===== src/rtl/alu_pkg.sv =====
// Shared types and widths for the ALU result collector.
package alu_pkg;

  localparam int ARITH_W = 32;
  localparam int LOGIC_W = 16;
  localparam int SHIFT_W = 16;
  localparam int CMP_W   = 3;

  typedef enum logic [1:0] {
    UNIT_ARITH = 2'd0,
    UNIT_LOGIC = 2'd1,
    UNIT_SHIFT = 2'd2,
    UNIT_CMP   = 2'd3
  } unit_e;

  typedef struct packed {
    logic [ARITH_W-1:0] data;
    logic               carry;
    unit_e              unit;
  } alu_res_t;

  localparam alu_res_t RES_ZERO = '{data: 32'h0000_0000, carry: 1'b0, unit: UNIT_ARITH};

endpackage


===== src/rtl/alu_res_fifo.sv =====
// Synchronous FIFO of tagged ALU results with a registered head output.
// The head register is loaded with the entry that will be at the front after
// each edge, and holds its last value once the FIFO drains.
module alu_res_fifo
  import alu_pkg::*;
#(
  parameter int DEPTH = 8
) (
  input  logic                   clk,
  input  logic                   rst,
  input  logic                   push,
  input  logic                   pop,
  input  alu_res_t               wdata,
  output alu_res_t               rdata,
  output logic                   full,
  output logic                   empty,
  output logic [$clog2(DEPTH):0] level
);

  localparam int PTR_W = $clog2(DEPTH);
  localparam int LVL_W = PTR_W + 1;
  localparam logic [LVL_W-1:0] LVL_FULL = LVL_W'(DEPTH);
  localparam logic [LVL_W-1:0] LVL_ZERO = {LVL_W{1'b0}};

  alu_res_t         mem_q [DEPTH];
  alu_res_t         mem_d [DEPTH];
  logic [PTR_W-1:0] wr_ptr_q, wr_ptr_d;
  logic [PTR_W-1:0] rd_ptr_q, rd_ptr_d;
  logic [LVL_W-1:0] level_q, level_d;
  logic [LVL_W-1:0] remain;
  alu_res_t         head_q, head_d;

  // Next state: storage write, pointer advance, occupancy and look-ahead head
  always_comb begin
    mem_d = mem_q;
    if (push) begin
      mem_d[wr_ptr_q] = wdata;
      wr_ptr_d        = wr_ptr_q + PTR_W'(1'b1);
    end else begin
      wr_ptr_d = wr_ptr_q;
    end

    if (pop) begin
      rd_ptr_d = rd_ptr_q + PTR_W'(1'b1);
    end else begin
      rd_ptr_d = rd_ptr_q;
    end

    // Entries still stored after this edge's pop, before counting the push
    remain  = level_q - LVL_W'(pop);
    level_d = remain + LVL_W'(push);

    if (level_d == LVL_ZERO) begin
      head_d = head_q;
    end else if (remain != LVL_ZERO) begin
      head_d = mem_q[rd_ptr_d];
    end else begin
      head_d = wdata;
    end
  end

  // State registers with synchronous reset
  always_ff @(posedge clk) begin
    if (rst) begin
      mem_q    <= '{default: RES_ZERO};
      wr_ptr_q <= {PTR_W{1'b0}};
      rd_ptr_q <= {PTR_W{1'b0}};
      level_q  <= LVL_ZERO;
      head_q   <= RES_ZERO;
    end else begin
      mem_q    <= mem_d;
      wr_ptr_q <= wr_ptr_d;
      rd_ptr_q <= rd_ptr_d;
      level_q  <= level_d;
      head_q   <= head_d;
    end
  end

  assign rdata = head_q;
  assign full  = (level_q == LVL_FULL);
  assign empty = (level_q == LVL_ZERO);
  assign level = level_q;

endmodule


===== src/rtl/alu_result_collector.sv =====
// Collects ALU unit results into a FIFO, tags them with the producing unit,
// and counts dropped captures and multi-flag protocol errors.
module alu_result_collector
  import alu_pkg::*;
#(
  parameter int DEPTH = 8,
  parameter int CNT_W = 16
) (
  input  logic                   CLK,
  input  logic                   RST,
  input  logic [ARITH_W-1:0]     Arith_OUT,
  input  logic [LOGIC_W-1:0]     Logic_OUT,
  input  logic [SHIFT_W-1:0]     Shift_OUT,
  input  logic [CMP_W-1:0]       CMP_OUT,
  input  logic                   Carry_OUT,
  input  logic                   Arith_Flag,
  input  logic                   Logic_Flag,
  input  logic                   Shift_Flag,
  input  logic                   CMP_Flag,
  output logic                   res_valid,
  input  logic                   res_ready,
  output logic [31:0]            res_data,
  output logic                   res_carry,
  output logic [1:0]             res_unit,
  output logic [$clog2(DEPTH):0] fill_level,
  output logic [CNT_W-1:0]       drop_cnt,
  output logic                   multi_flag_err,
  input  logic                   clr_err
);

  alu_res_t         cap_res;
  alu_res_t         head;
  logic             cap_any;
  logic             cap_multi;
  logic             pop_req;
  logic             push_ok;
  logic             drop;
  logic             fifo_full;
  logic             fifo_empty;
  logic [CNT_W-1:0] drop_cnt_q, drop_cnt_d;
  logic             err_q, err_d;

  assign cap_any   = Arith_Flag | Logic_Flag | Shift_Flag | CMP_Flag;
  assign cap_multi = (Arith_Flag & (Logic_Flag | Shift_Flag | CMP_Flag)) |
                     (Logic_Flag & (Shift_Flag | CMP_Flag)) |
                     (Shift_Flag & CMP_Flag);

  // A full FIFO still accepts a push when the head leaves on the same edge
  assign pop_req = ~fifo_empty & res_ready;
  assign push_ok = cap_any & (~fifo_full | pop_req);
  assign drop    = cap_any & ~push_ok;

  // Fixed-priority unit selection and zero-extended packing of the capture
  always_comb begin
    cap_res = RES_ZERO;
    if (Arith_Flag) begin
      cap_res = '{data: Arith_OUT, carry: Carry_OUT, unit: UNIT_ARITH};
    end else if (Logic_Flag) begin
      cap_res = '{data: {{(ARITH_W-LOGIC_W){1'b0}}, Logic_OUT}, carry: 1'b0, unit: UNIT_LOGIC};
    end else if (Shift_Flag) begin
      cap_res = '{data: {{(ARITH_W-SHIFT_W){1'b0}}, Shift_OUT}, carry: 1'b0, unit: UNIT_SHIFT};
    end else if (CMP_Flag) begin
      cap_res = '{data: {{(ARITH_W-CMP_W){1'b0}}, CMP_OUT}, carry: 1'b0, unit: UNIT_CMP};
    end else begin
      cap_res = RES_ZERO;
    end
  end

  // Drop counter (saturating, clear wins) and sticky error (new event wins)
  always_comb begin
    if (clr_err) begin
      drop_cnt_d = {CNT_W{1'b0}};
    end else if (drop && (drop_cnt_q != {CNT_W{1'b1}})) begin
      drop_cnt_d = drop_cnt_q + CNT_W'(1'b1);
    end else begin
      drop_cnt_d = drop_cnt_q;
    end

    if (cap_multi) begin
      err_d = 1'b1;
    end else if (clr_err) begin
      err_d = 1'b0;
    end else begin
      err_d = err_q;
    end
  end

  // Accounting registers with synchronous reset
  always_ff @(posedge CLK) begin
    if (RST) begin
      drop_cnt_q <= {CNT_W{1'b0}};
      err_q      <= 1'b0;
    end else begin
      drop_cnt_q <= drop_cnt_d;
      err_q      <= err_d;
    end
  end

  alu_res_fifo #(
    .DEPTH (DEPTH)
  ) u_fifo (
    .clk   (CLK),
    .rst   (RST),
    .push  (push_ok),
    .pop   (pop_req),
    .wdata (cap_res),
    .rdata (head),
    .full  (fifo_full),
    .empty (fifo_empty),
    .level (fill_level)
  );

  assign res_valid      = ~fifo_empty;
  assign res_data       = head.data;
  assign res_carry      = head.carry;
  assign res_unit       = head.unit;
  assign drop_cnt       = drop_cnt_q;
  assign multi_flag_err = err_q;

endmodule


===== config.mk =====
export PLATFORM = sky130hd
export DESIGN_NAME = alu_result_collector
export DESIGN_NICKNAME = d
export VERILOG_FILES = /design/src/rtl/alu_pkg.sv /design/src/rtl/alu_res_fifo.sv /design/src/rtl/alu_result_collector.sv
export SDC_FILE = /design/constraint.sdc
export NUM_CORES = 1
export LEC_CHECK = 0
export ABC_CLOCK_PERIOD_IN_PS = 3700
export BUFFER_PORTS_ARGS = -buffer_cell sky130_fd_sc_hd__buf_2
export CAP_MARGIN = 40
export CORE_ASPECT_RATIO = 1.25
export CORE_MARGIN = 1.5
export CORE_UTILIZATION = 45
export DETAILED_ROUTE_END_ITERATION = 10
export PLACE_DENSITY_LB_ADDON = 0.25
export REMOVE_ABC_BUFFERS = 1
export SLEW_MARGIN = 0
export SYNTH_ARGS = -nofsm -noshare
export SYNTH_HDL_FRONTEND = slang
export SYNTH_SLANG_ARGS = --single-unit

===== constraint.sdc =====
create_clock -name CLK -period 3.7 [get_ports CLK]
set_input_delay 0.74 -clock CLK [delete_from_list [all_inputs] [get_ports CLK]]
set_output_delay 0.74 -clock CLK [all_outputs]
set_load 0.02 [all_outputs]

==> impl_results.md, run 1 <==
- Syn_area_per_cell: 8.006 um^2
- GRT Residual Overflow: 0
- Filler Cell Count: between 3000 and 4000
- Worst-path maximum fanout: 13
- Unrepaired setup endpoints after global routing: no
- Commonest non-fill, non-tap cell in the layout: nand2_1
- Max Fclk: around 0.31 GHz
- Met3 usage: 4.225%
- Via count: about 14000
- Crit path launch type: register
- Hold Vio Cnt, Final: 0
- Slew HR: between 30% and 40%
- VDD IR-drop max: 337.0 uV
- CTS sink count: 342
- Port bufs: about 130
- Main synth FF type: dfxtp_1
- IO Count: about 130
- Clk buf depth: 3
- Finished Cell Area: ~18000 um^2
- Share of layout cells above drive strength 1: 13.52%
- Drt total wl: 48380 um
- Number of global-route vias before repair: ~14000
- Synthesized area: 15640 um^2
- Sequential-to-total area share from yosys stat: 43.79%
- # Post-CTS Setup Buffers: 0
- Drt drc: 0
- Worst min path class: register to register
- Grt peak-use layer: met2
- Period minus WS final: 3.192 ns
- # hold bufs at CTS: 0
- Post-layout util: 52.47%
- Max cap viols: 0
- Core area: between 30000 and 40000 um^2
- Worst Tran Pin Value: 0.9708 ns
- Detail Route Antenna Nets: 0
- Worst R2R Setup Slack: between 0.5 and 0.6 ns
- Tot Pwr: between 10 and 15 mW
- Most frequent cells in the layout: nand2_1, dfxtp_1, a21oi_1, mux2i_1, buf_2
- Die Height: 211.4 um
- Yosys synthesis warning count: 0
- Worst skew pair latency: approximately 0.54 ns
- Arrival time of the worst setup path: 3.64 ns
- CTS resizes: 0
- Final GP Congestion: 0.8205
- Worst setup path class: register to register
- Routing usage on met1: 34.32%
- Initial Util: 45.55%
- Hpwl dp: 28440 um
- Status: complete, no violations
- Root cell of the clock tree: clkbuf_16
- Post-Route Skew: 0.01917 ns
- Mapped Cells: 1953
- WL/cell: slightly below 20 um
- Seq cells post-synth: 342
- First-pass GRT wire length: ~75000 um
- Pleak: 6.463 nW
- Post-synth ARST share: 0%
- P per Cell Area: roughly 700 nW/um^2
- Diode count: 0
- Layout area overhead: 15.19%
- Full die area: 35880 um^2
- Crit. End Element: register
- Nets@finish: 2097
- Largest net degree at the start of global routing: around 190
- Met2 Use GR: 44.84%
- Placement-stage cell area: 16890 um^2
- Critical Path RT: around 4.2 ns
- CTS tree: yes
- Maximum level of the CTS H-tree: 2
- Clock transition at path regs: 0.06 ns
- Initial DRC count: between 1000 and 1500
- Initial antenna violation count: 0
- CTS Buf Count: 36
- Final setup violation count: 0
- Final worst path period share: 86.28%
- Row cnt: 76
- Distinct cells, synth: 57
- Slew Limit Fails: 0
- Post-synth EDFFs: 0
- Drt first pass iters: 7
- Gr usage total: 26.77%
- Vias/cell: 5.729
- Die X: 169.7 um
[worst max-delay path: stages (launching register included)]
cell       delay [ns]
dfxtp_1          0.43
o41ai_4          0.67
nor2_1           0.09
ha_1             0.24
xnor2_1          0.33
o2111a_1         0.66
buf_4            0.31
and2_1           0.14
mux2i_1          0.06
o2bb2ai_1        0.14
[cells in the mapped netlist (all sizes together), types with 2 or more instances]
cell | number | area [um^2]
nand4 | 23 | 143.9
nor2 | 52 | 195.2
xor2 | 3 | 26.28
mux2i | 139 | 1391
o2bb2ai | 15 | 131.4
nor4b | 3 | 26.28
clkbuf | 128 | 480.5
a222oi | 35 | 350.3
a22oi | 3 | 22.52
dfxtp | 342 | 6847
nand2b | 5 | 31.28
o211a | 3 | 30.03
and4 | 2 | 17.52
and2 | 36 | 225.2
nand2 | 603 | 2263
buf | 53 | 302.8
a41o | 3 | 30.03
a211oi | 40 | 300.3
a31oi | 16 | 100.1
a32o | 20 | 200.2
ha | 6 | 75.07
nand3b | 14 | 105.1
nor3 | 8 | 56.31
nand3 | 31 | 155.2
and3 | 6 | 37.54
inv | 5 | 18.77
or3 | 2 | 12.51
o21ai | 32 | 160.2
a21oi | 262 | 1311
or2 | 2 | 12.51
xnor2 | 14 | 160.1
nor4 | 6 | 50.04
o31ai | 4 | 50.05
nor2b | 21 | 131.4
[stage by stage]
| step | hold slack (ns) | instances | setup slack (ns) | TNS (ns) |
|---|---|---|---|---|
| after floorplan | 0.4296 | 1772 | -0.9347 | -27.42 |
| after global placement | 0.4406 | 2442 | 0.08215 | 0 |
| after detailed placement | 0.4456 | 2445 | 0.2423 | 0 |
| after CTS | 0.4541 | 2509 | 0.5468 | 0 |
| after global routing | 0.4646 | 2509 | 0.2531 | 0 |
| final | 0.4511 | 2509 | 0.5076 | 0 |
[per-layer routing]
layer  vias up  share of wire (%)
li1       6847                  -
met1      6916                 43
met2       511                 47
met3       100                7.1
met4         0                3.5
met5         -                  0
[cell type report]
type | instances | area [um^2] | share of cell area, %
inverters | 6 | 22.52 | 0.1250
flip-flops and latches | 342 | 6847 | 38.01
multi-input cells | 1424 | 8008 | 44.46
well taps | 468 | 585.6 | 3.251
repair buffers | 205 | 1425 | 7.912
clock inverters | 11 | 98.84 | 0.5488
clock buffers | 53 | 1025 | 5.689
[kinds of logic after synthesis]
| logic type | Yosys count | synth area share [%] |
|---|---|---|
| XOR/XNOR | 18 | 1.344 |
| flip-flops | 342 | 43.79 |
| AO/OA/AOI/OAI | 444 | 18.01 |
| adder cells (fa/ha/maj) | 7 | 0.5441 |
| multiplexers | 139 | 8.898 |
| AND/OR/NAND/NOR | 816 | 22.26 |
| buffers and inverters | 187 | 5.153 |
[power by group]
group,switching (mW),internal (mW),leakage [nW]
registers,0.270,4.02,2.77
logic,2.92,1.87,3.13
clock network,1.51,2.00,0.557
total,4.70,7.88,6.46
[worst paths after layout]
check / from / endpoint / cells past startpoint
worst max-delay path: u_fifo.level[2] / u_fifo.rdata[30] / 9
worst min-delay path: u_fifo.mem_q[252] / u_fifo.mem_q[252] / 2
worst max register to register: u_fifo.level[2] / u_fifo.rdata[30] / 9
worst min register to register: u_fifo.mem_q[252] / u_fifo.mem_q[252] / 2
[sequential cells by signal (all words and copies together), names as in the netlist]
register         flops
u_fifo.wr_ptr_q      3
u_fifo.rd_ptr_q      3
u_fifo.rdata        35
u_fifo.mem_q       280
drop_cnt            16
u_fifo.level         4
multi_flag_err       1
Power figures use the tool's default switching activity.
==> run 2: changes to the inputs <==
ABC_AREA = 1   (was default)
REMOVE_ABC_BUFFERS = default   (was 1)
SLEW_MARGIN = 20   (was 0)
==> impl_results.md, run 2 <==
- Final setup violation count: 0 (unchanged)
- Critical Path RT: 4.11 ns (was 4.15 ns)
- Post-synth ARST share: 0% (unchanged)
- Drt first pass iters: 6 (was 7)
- Net Switching: 5.760 mW (was 4.702 mW)
- Full die area: 37040 um^2 (was 35880 um^2)
- Worst-path maximum fanout: 48 (was 13)
- Worst Tran Pin Value: 0.8451 ns (was 0.9708 ns)
- Commonest non-fill, non-tap cell in the layout: nand3_1 (was nand2_1)
- Unrepaired setup endpoints after global routing: no (unchanged)
- Critical path's top delay family: buffers and inverters (was compound AO/OA/AOI/OAI gates)
- Post-synth EDFFs: 0 (unchanged)
- Largest net degree at the start of global routing: 99 (was 193)
- Crit. End Element: register (unchanged)
- Syn_area_per_cell: 6.861 um^2 (was 8.006 um^2)
- Most frequent cell after synthesis: nand3_1 (was nand2_1)
- Max cap viols: 0 (unchanged)
- Main synth FF type: dfxtp_1 (unchanged)
- Gr usage total: 26.24% (was 26.77%)
- Crit path cell chain: buf_2 -> inv_2 -> nand2_1 -> inv_1 -> nand2_1 -> nand2_2 -> inv_1 -> ha_1 -> ha_1 -> xnor2_1 -> inv_1 -> nand3_2 -> buf_4 -> o21ai_0 -> inv_1 -> a21oi_1 (was o41ai_4 -> nor2_1 -> ha_1 -> xnor2_1 -> o2111a_1 -> buf_4 -> and2_1 -> mux2i_1 -> o2bb2ai_1)
- Mapped Cells: 2354 (was 1953)
- Main area contributors after synthesis: dfxtp_1, nand3_1, a21oi_1 (was dfxtp_1, nand2_1, mux2i_1)
- Number of global-route vias before repair: 14740 (was 13610)
- Distinct cells, synth: 36 (was 57)
- Clk buf depth: 3 (unchanged)
- Comb pwr share: 42.5% (was 38.0%)
- CTS sink count: 342 (unchanged)
- Post-Route Skew: 0.01160 ns (was 0.01917 ns)
- Worst skew pair latency: 0.53 ns (was 0.54 ns)
- Layout area overhead: 13.87% (was 15.19%)
- Nets@finish: 2465 (was 2097)
- Pleak: 7.730 nW (was 6.463 nW)
- Worst r2r src: u_fifo.level[0] (was u_fifo.level[2])
- Most frequent cells in the layout: nand3_1, inv_1, a21oi_1, dfxtp_1, o21ai_0 (was nand2_1, dfxtp_1, a21oi_1, mux2i_1, buf_2)
- Share of layout cells above drive strength 1: 10.76% (was 13.52%)
- # hold bufs at CTS: 0 (unchanged)
- Clock power frac: 26.8% (was 27.9%)
- Port bufs: 132 (unchanged)
- Max Fclk: 0.3514 GHz (was 0.3132 GHz)
- Maximum level of the CTS H-tree: 2 (unchanged)
- Row cnt: 77 (was 76)
- P per Cell Area: 760.4 nW/um^2 (was 698.7 nW/um^2)
- Worst stage delay on the critical path: 0.44 ns (was 0.67 ns)
- IO Count: 133 (unchanged)
- CTS resizes: 0 (unchanged)
- Sw frac: 41.19% (was 37.36%)
- Hold_sp: u_fifo.mem_q[278] (was u_fifo.mem_q[252])
- Placement-stage cell area: 17140 um^2 (was 16890 um^2)
- Worst path most repeated cell: inv_1
- Die Height: 214.8 um (was 211.4 um)
- WL/cell: 16.94 um (was 19.28 um)
- Drt drc: 0 (unchanged)
- GRT Residual Overflow: 0 (unchanged)
- Status: complete, no violations (unchanged)
- Yosys synthesis warning count: 0 (unchanged)
- Drt total wl: 48800 um (was 48380 um)
- Initial antenna violation count: 0 (unchanged)
- Most flops, register: u_fifo.mem_q (unchanged)
- Hold Vio Cnt, Final: 0 (unchanged)
- Final GP Congestion: 0.8525 (was 0.8205)
- Max reg flops: 280 (unchanged)
- # Post-CTS Setup Buffers: 0 (unchanged)
- Period minus WS final: 2.846 ns (was 3.192 ns)
- Arrival time of the worst setup path: 3.25 ns (was 3.64 ns)
- Via count: 15830 (was 14370)
- Part of the power in registers: 30.8% (was 34.1%)
- Core area: 35360 um^2 (was 34330 um^2)
- Finished Cell Area: 18390 um^2 (was 18010 um^2)
- Share of the synthesized area in the top cell type: 42.39% (was 43.79%)
- VDD IR-drop max: 443.5 uV (was 337.0 uV)
- CTS tree: yes (unchanged)
- Die X: 172.4 um (was 169.7 um)
- Worst setup path class: input pin to register (was register to register)
- Crit path launch type: input pin (was register)
- Synthesized area: 16150 um^2 (was 15640 um^2)
- Initial Util: 45.68% (was 45.55%)
- Hold WS: 0.4511 ns (about the same)
- P_int: 8.224 mW (was 7.882 mW)
- Hpwl dp: 27340 um (was 28440 um)
- Root cell of the clock tree: clkbuf_16 (unchanged)
- Syn nets: between 2000 and 2500
- Vias/cell: 5.494 (was 5.729)
- Setup TNS: 0 ns (unchanged)
- Bufs and invs on worst path: 7 (was 1)
- Slew HR: 43.66% (was 35.28%)
- Sequential-to-total area share from yosys stat: 42.39% (was 43.79%)
- First-pass GRT wire length: 77840 um (was 75190 um)
- Detail Route Antenna Nets: 0 (unchanged)
- Worst min path class: register to register (unchanged)
- Final worst path period share: 76.92% (was 86.28%)
- CTS Buf Count: 36 (unchanged)
- Commonest cells post-synth: nand3_1, inv_1, a21oi_1 (was nand2_1, dfxtp_1, a21oi_1)
- Slew Limit Fails: 0 (unchanged)
- Slowest cell on crit path: buf_4 (was o41ai_4)
- Diode count: 0 (unchanged)
- Area leader, netlist: dfxtp_1 (unchanged)
- Seq cells post-synth: 342 (unchanged)
- Critical Path Start: Logic_Flag (was u_fifo.level[2])
- Clock transition at path regs: 0.06 ns (about the same)
- Initial DRC count: 1233 (was 1482)
-- run 2: cell count changes in the layout (fill, tap and decap cells not counted), sizes merged, moves of 36 or more --
cell,before,now
nand2,603,238
nand3,31,426
a21oi,262,353
o21ai,32,350
and2,36,0
mux2i,139,0
a211oi,40,1
inv,6,378
-- run 2: per-stage QoR --
stage          total power, mW  setup slack [ns]  util (%)  cells
3_3_place_gp             10.11            0.4216     48.39   2815
2_1_floorplan            8.366            0.8560         -   2354
4_1_cts                  14.00            0.8728     51.89   2878
6_report                 13.98            0.8538     52.01   2881
3_5_place_dp             10.24            0.3295     48.47   2816
5_1_grt                  14.88            0.5713     52.01   2881
-- run 2: cell type report --
cell class | instances | area [um^2]
multi-input cells | 1453 | 7207
fillers | 3500 | 16970
clock buffers | 54 | 1070
flip-flops and latches | 342 | 6847
clock inverters | 8 | 140.1
repair buffers | 171 | 1106
inverters | 379 | 1428
well taps | 474 | 593.1
-- run 2: logic make-up after synthesis --
logic type,Yosys count,synth area share (%)
compound gates,714,22.40
xor+xnor,10,0.5423
fa+ha+maj,6,0.4648
buf+inv,559,13.34
flops,342,42.39
simple gates,723,20.86
-- run 2: power groups by stage --
stage / Clock (mW) / Sequential [mW] / Combinational (mW)
2_1_floorplan: 0 / 4.49 / 3.87
3_3_place_gp: 0 / 4.38 / 5.73
3_5_place_dp: 0 / 4.38 / 5.86
4_1_cts: 3.81 / 4.31 / 5.89
5_1_grt: 3.95 / 4.34 / 6.59
6_report: 3.74 / 4.30 / 5.94
-- run 2: worst paths after layout --
kind,to,slack [ns],depth (start not counted)
worst max-delay path,u_fifo.rdata[14],0.85,16
worst min-delay path,u_fifo.mem_q[278],0.45,2
worst max register to register,u_fifo.rdata[14],0.93,13
worst min register to register,u_fifo.mem_q[278],0.45,2
-- run 2: layer usage --
metal  global-route usage [%]  vias to the layer above  share of wire, %
met5                        0                        -                 0
met4                    9.942                        0               3.1
met3                    3.886                      106               6.6
met2                    44.81                      557                48
met1                    33.05                     7347                42
li1                         -                     7817                 -
-- run 2: worst min-delay path: stages (launching register included) --
cell and delay (ns):
dfxtp_1 0.30, inv_1 0.06, a21oi_1 0.05
==> run 3: changes to the inputs <==
ABC_AREA = 0   (was 1)
ABC_CLOCK_PERIOD_IN_PS = 2600   (was 3700)
clock period = 2.6 ns   (was 3.7 ns; I/O delays follow)
==> impl_results.md, run 3 (same netlist as run 1, synthesis figures left out) <==
- Status: finished with violations (was complete, no violations)
- Failing checks: setup timing
- Post-layout util: 53.95% (was 52.01%)
- Critical Path Start: u_fifo.level[3] (was Logic_Flag)
- Diode count: 0 (unchanged)
- Tot Pwr: 19.25 mW (was 13.98 mW)
- Filler Cell Count: 3229 (was 3500)
- Final GP Congestion: 0.8332 (was 0.8525)
- Max reg flops: 280 (unchanged)
- Share of layout cells above drive strength 1: 15.02% (was 10.76%)
- Crit. End Element: register (unchanged)
- # hold bufs at CTS: 0 (unchanged)
- P per Cell Area: 1039 nW/um^2 (was 760.4 nW/um^2)
- Maximum level of the CTS H-tree: 2 (unchanged)
- Row cnt: 76 (was 77)
- Worst-path maximum fanout: 6 (was 48)
- Clock transition at path regs: 0.06 ns (about the same)
- Vias/cell: 5.753 (was 5.494)
- Detail Route Antenna Nets: 0 (unchanged)
- VDD IR-drop max: 552.2 uV (was 443.5 uV)
- Final setup violation count: 35 (was 0)
- Largest net degree at the start of global routing: 146 (was 99)
- Slew HR: 51.60% (was 43.66%)
- Full die area: 35880 um^2 (was 37040 um^2)
- Gr usage total: 27.54% (was 26.24%)
- Pleak: 6.727 nW (was 7.730 nW)
- Hold-critical path depth: 3 (was 2)
- Hold_sp: clr_err (was u_fifo.mem_q[278])
- Hold endpoint: drop_cnt[9] (was u_fifo.mem_q[278])
- Die X: 169.7 um (was 172.4 um)
- Critical Path RT: 2.98 ns (was 4.11 ns)
- Root cell of the clock tree: clkbuf_16 (unchanged)
- RR Endpoint: u_fifo.rdata[28] (was u_fifo.rdata[14])
- Port bufs: 132 (unchanged)
- CTS tree: yes (unchanged)
- IO Count: 133 (unchanged)
- Initial DRC count: 1422 (was 1233)
- Metal2 WL: 24060 um (was 23430 um)
- Initial Util: 45.55% (was 45.68%)
- Die Height: 211.4 um (was 214.8 um)
- Via count: 14570 (was 15830)
- Number of global-route vias before repair: 13770 (was 14740)
- Cell Count, Final, Fillers Out: 2532 (was 2881)
- Fin worst setup slack: -0.1224 ns (was 0.8538 ns)
- WL/cell: 19.78 um (was 16.94 um)
- Placement-stage cell area: 17140 um^2 (about the same)
- Worst Tran Pin Value: 0.7260 ns (was 0.8451 ns)
- Drt total wl: 50090 um (was 48800 um)
- Drt first pass iters: 7 (was 6)
- Clk buf depth: 3 (unchanged)
- Finished Cell Area: 18520 um^2 (was 18390 um^2)
- CTS sink count: 342 (unchanged)
- Placement Setup Slack: -0.3778 ns (was 0.3295 ns)
- Arrival time of the worst setup path: 3.10 ns (was 3.25 ns)
- Most flops, register: u_fifo.mem_q (unchanged)
- Max Fclk: about 0.37 GHz
- Worst min path class: input pin to register (was register to register)
- Crit path launch type: register (was input pin)
- Nets@finish: 2128 (was 2465)
- Commonest non-fill, non-tap cell in the layout: nand2_1 (was nand3_1)
- First-pass GRT wire length: 77470 um (was 77840 um)
- Layout area overhead: 18.44% (was 13.87%)
- Slew Limit Fails: 0 (unchanged)
- Worst skew pair latency: 0.53 ns (about the same)
- Worst setup path class: register to register (was input pin to register)
- Core area: 34330 um^2 (was 35360 um^2)
- Post-Route Skew: 0.01897 ns (was 0.01160 ns)
- Worst R2R Setup Slack: -0.12 ns (was 0.93 ns)
- Initial antenna violation count: 0 (unchanged)
- Max cap viols: 0 (unchanged)
- Highest metal used: met4 (unchanged)
- Final worst path period share: 104.7%
- CTS Buf Count: 36 (unchanged)
- Most frequent cells in the layout: nand2_1, dfxtp_1, a21oi_1, mux2i_1, buf_2 (was nand3_1, inv_1, a21oi_1, dfxtp_1, o21ai_0)
- Placed Cells: 2466 (was 2816)
- WL met1: 21060 um (was 20630 um)
- Period minus WS final: 2.722 ns
- GRT Residual Overflow: 0 (unchanged)
- Worst Reg-to-Reg Cells: 12 (was 13)
- Worst r2r src: u_fifo.level[3] (was u_fifo.level[0])
- Hpwl dp: 28020 um (was 27340 um)
- Hold Vio Cnt, Final: 0 (unchanged)
- Syn nets: 2035 (was 2436)
- Unrepaired setup endpoints after global routing: yes (was no)
- Drt drc: 0 (unchanged)
- Metal3 WL: 3749 um (was 3238 um)
run 3: changes by cell type in the layout (fill, tap and decap cells not counted), moves of 35 or more:
cell,before,now
mux2i_1,0,139
a211oi_1,1,40
a222oi_1,0,35
o21ai_0,328,28
nand3_1,419,31
nand2_1,229,603
buf_4,26,73
and2_1,0,36
a21oi_1,352,262
inv_1,368,5
run 3: metrics by stage:
stage	setup TNS (ns)	hold slack, ns
2_1_floorplan	-15.06	0.4357
3_3_place_gp	-9.294	0.4409
3_5_place_dp	-11.18	0.4456
4_1_cts	-0.8041	0.3096
5_1_grt	-5.352	0.3312
6_report	-2.101	0.3122
run 3: power by group:
group / switching [mW] / internal, mW
Clock: 2.08 / 3.26
Combinational: 4.48 / 3.36
Sequential: 0.347 / 5.72
Total: 6.91 / 12.3
run 3: final cells by class:
class / count / area, um^2 / share of cell area (%)
clock buffers: 45 / 985.9 / 5.324
clock inverters: 11 / 209.0 / 1.128
inverters: 6 / 22.52 / 0.1216
multi-input cells: 1424 / 8020 / 43.30
flip-flops and latches: 342 / 6850 / 36.99
well taps: 468 / 585.6 / 3.162
repair buffers: 236 / 1847 / 9.972
run 3: metal layers:
| metal | vias up | global-route usage, % |
|---|---|---|
| met4 | 0 | 8.758 |
| met1 | 6992 | 35.64 |
| met2 | 595 | 47.46 |
| met3 | 87 | 3.477 |
| met5 | - | 0 |
| li1 | 6892 | - |
run 3: what timing repair did:
action | 4_1_cts | 5_1_grt
resized for setup | 5 | 8
setup buffers | 5 | 4
cloned | 2 | 2
pin swaps | 4 | 5
endpoints found under the setup margin | 35 | 35
run 3: critical path, cell delays in order, from the launching register on:
cell	delay, ns
dfxtp_2	0.33
o41ai_4	0.39
nor2_1	0.08
ha_1	0.30
inv_1	0.07
ha_1	0.15
xor3_1	0.27
nor3_4	0.15
and3_4	0.30
buf_12	0.14
buf_12	0.12
mux2i_1	0.20
o2bb2ai_1	0.08
run 3: how the worst max path moves through the flow:
stage / to / depth (start not counted)
detailed placement: u_fifo.rdata[28] / 11
global route: u_fifo.rdata[25] / 12
CTS: u_fifo.rdata[5] / 12
finish: u_fifo.rdata[28] / 12
floorplan: u_fifo.rdata[0] / 13
global placement: u_fifo.rdata[31] / 11
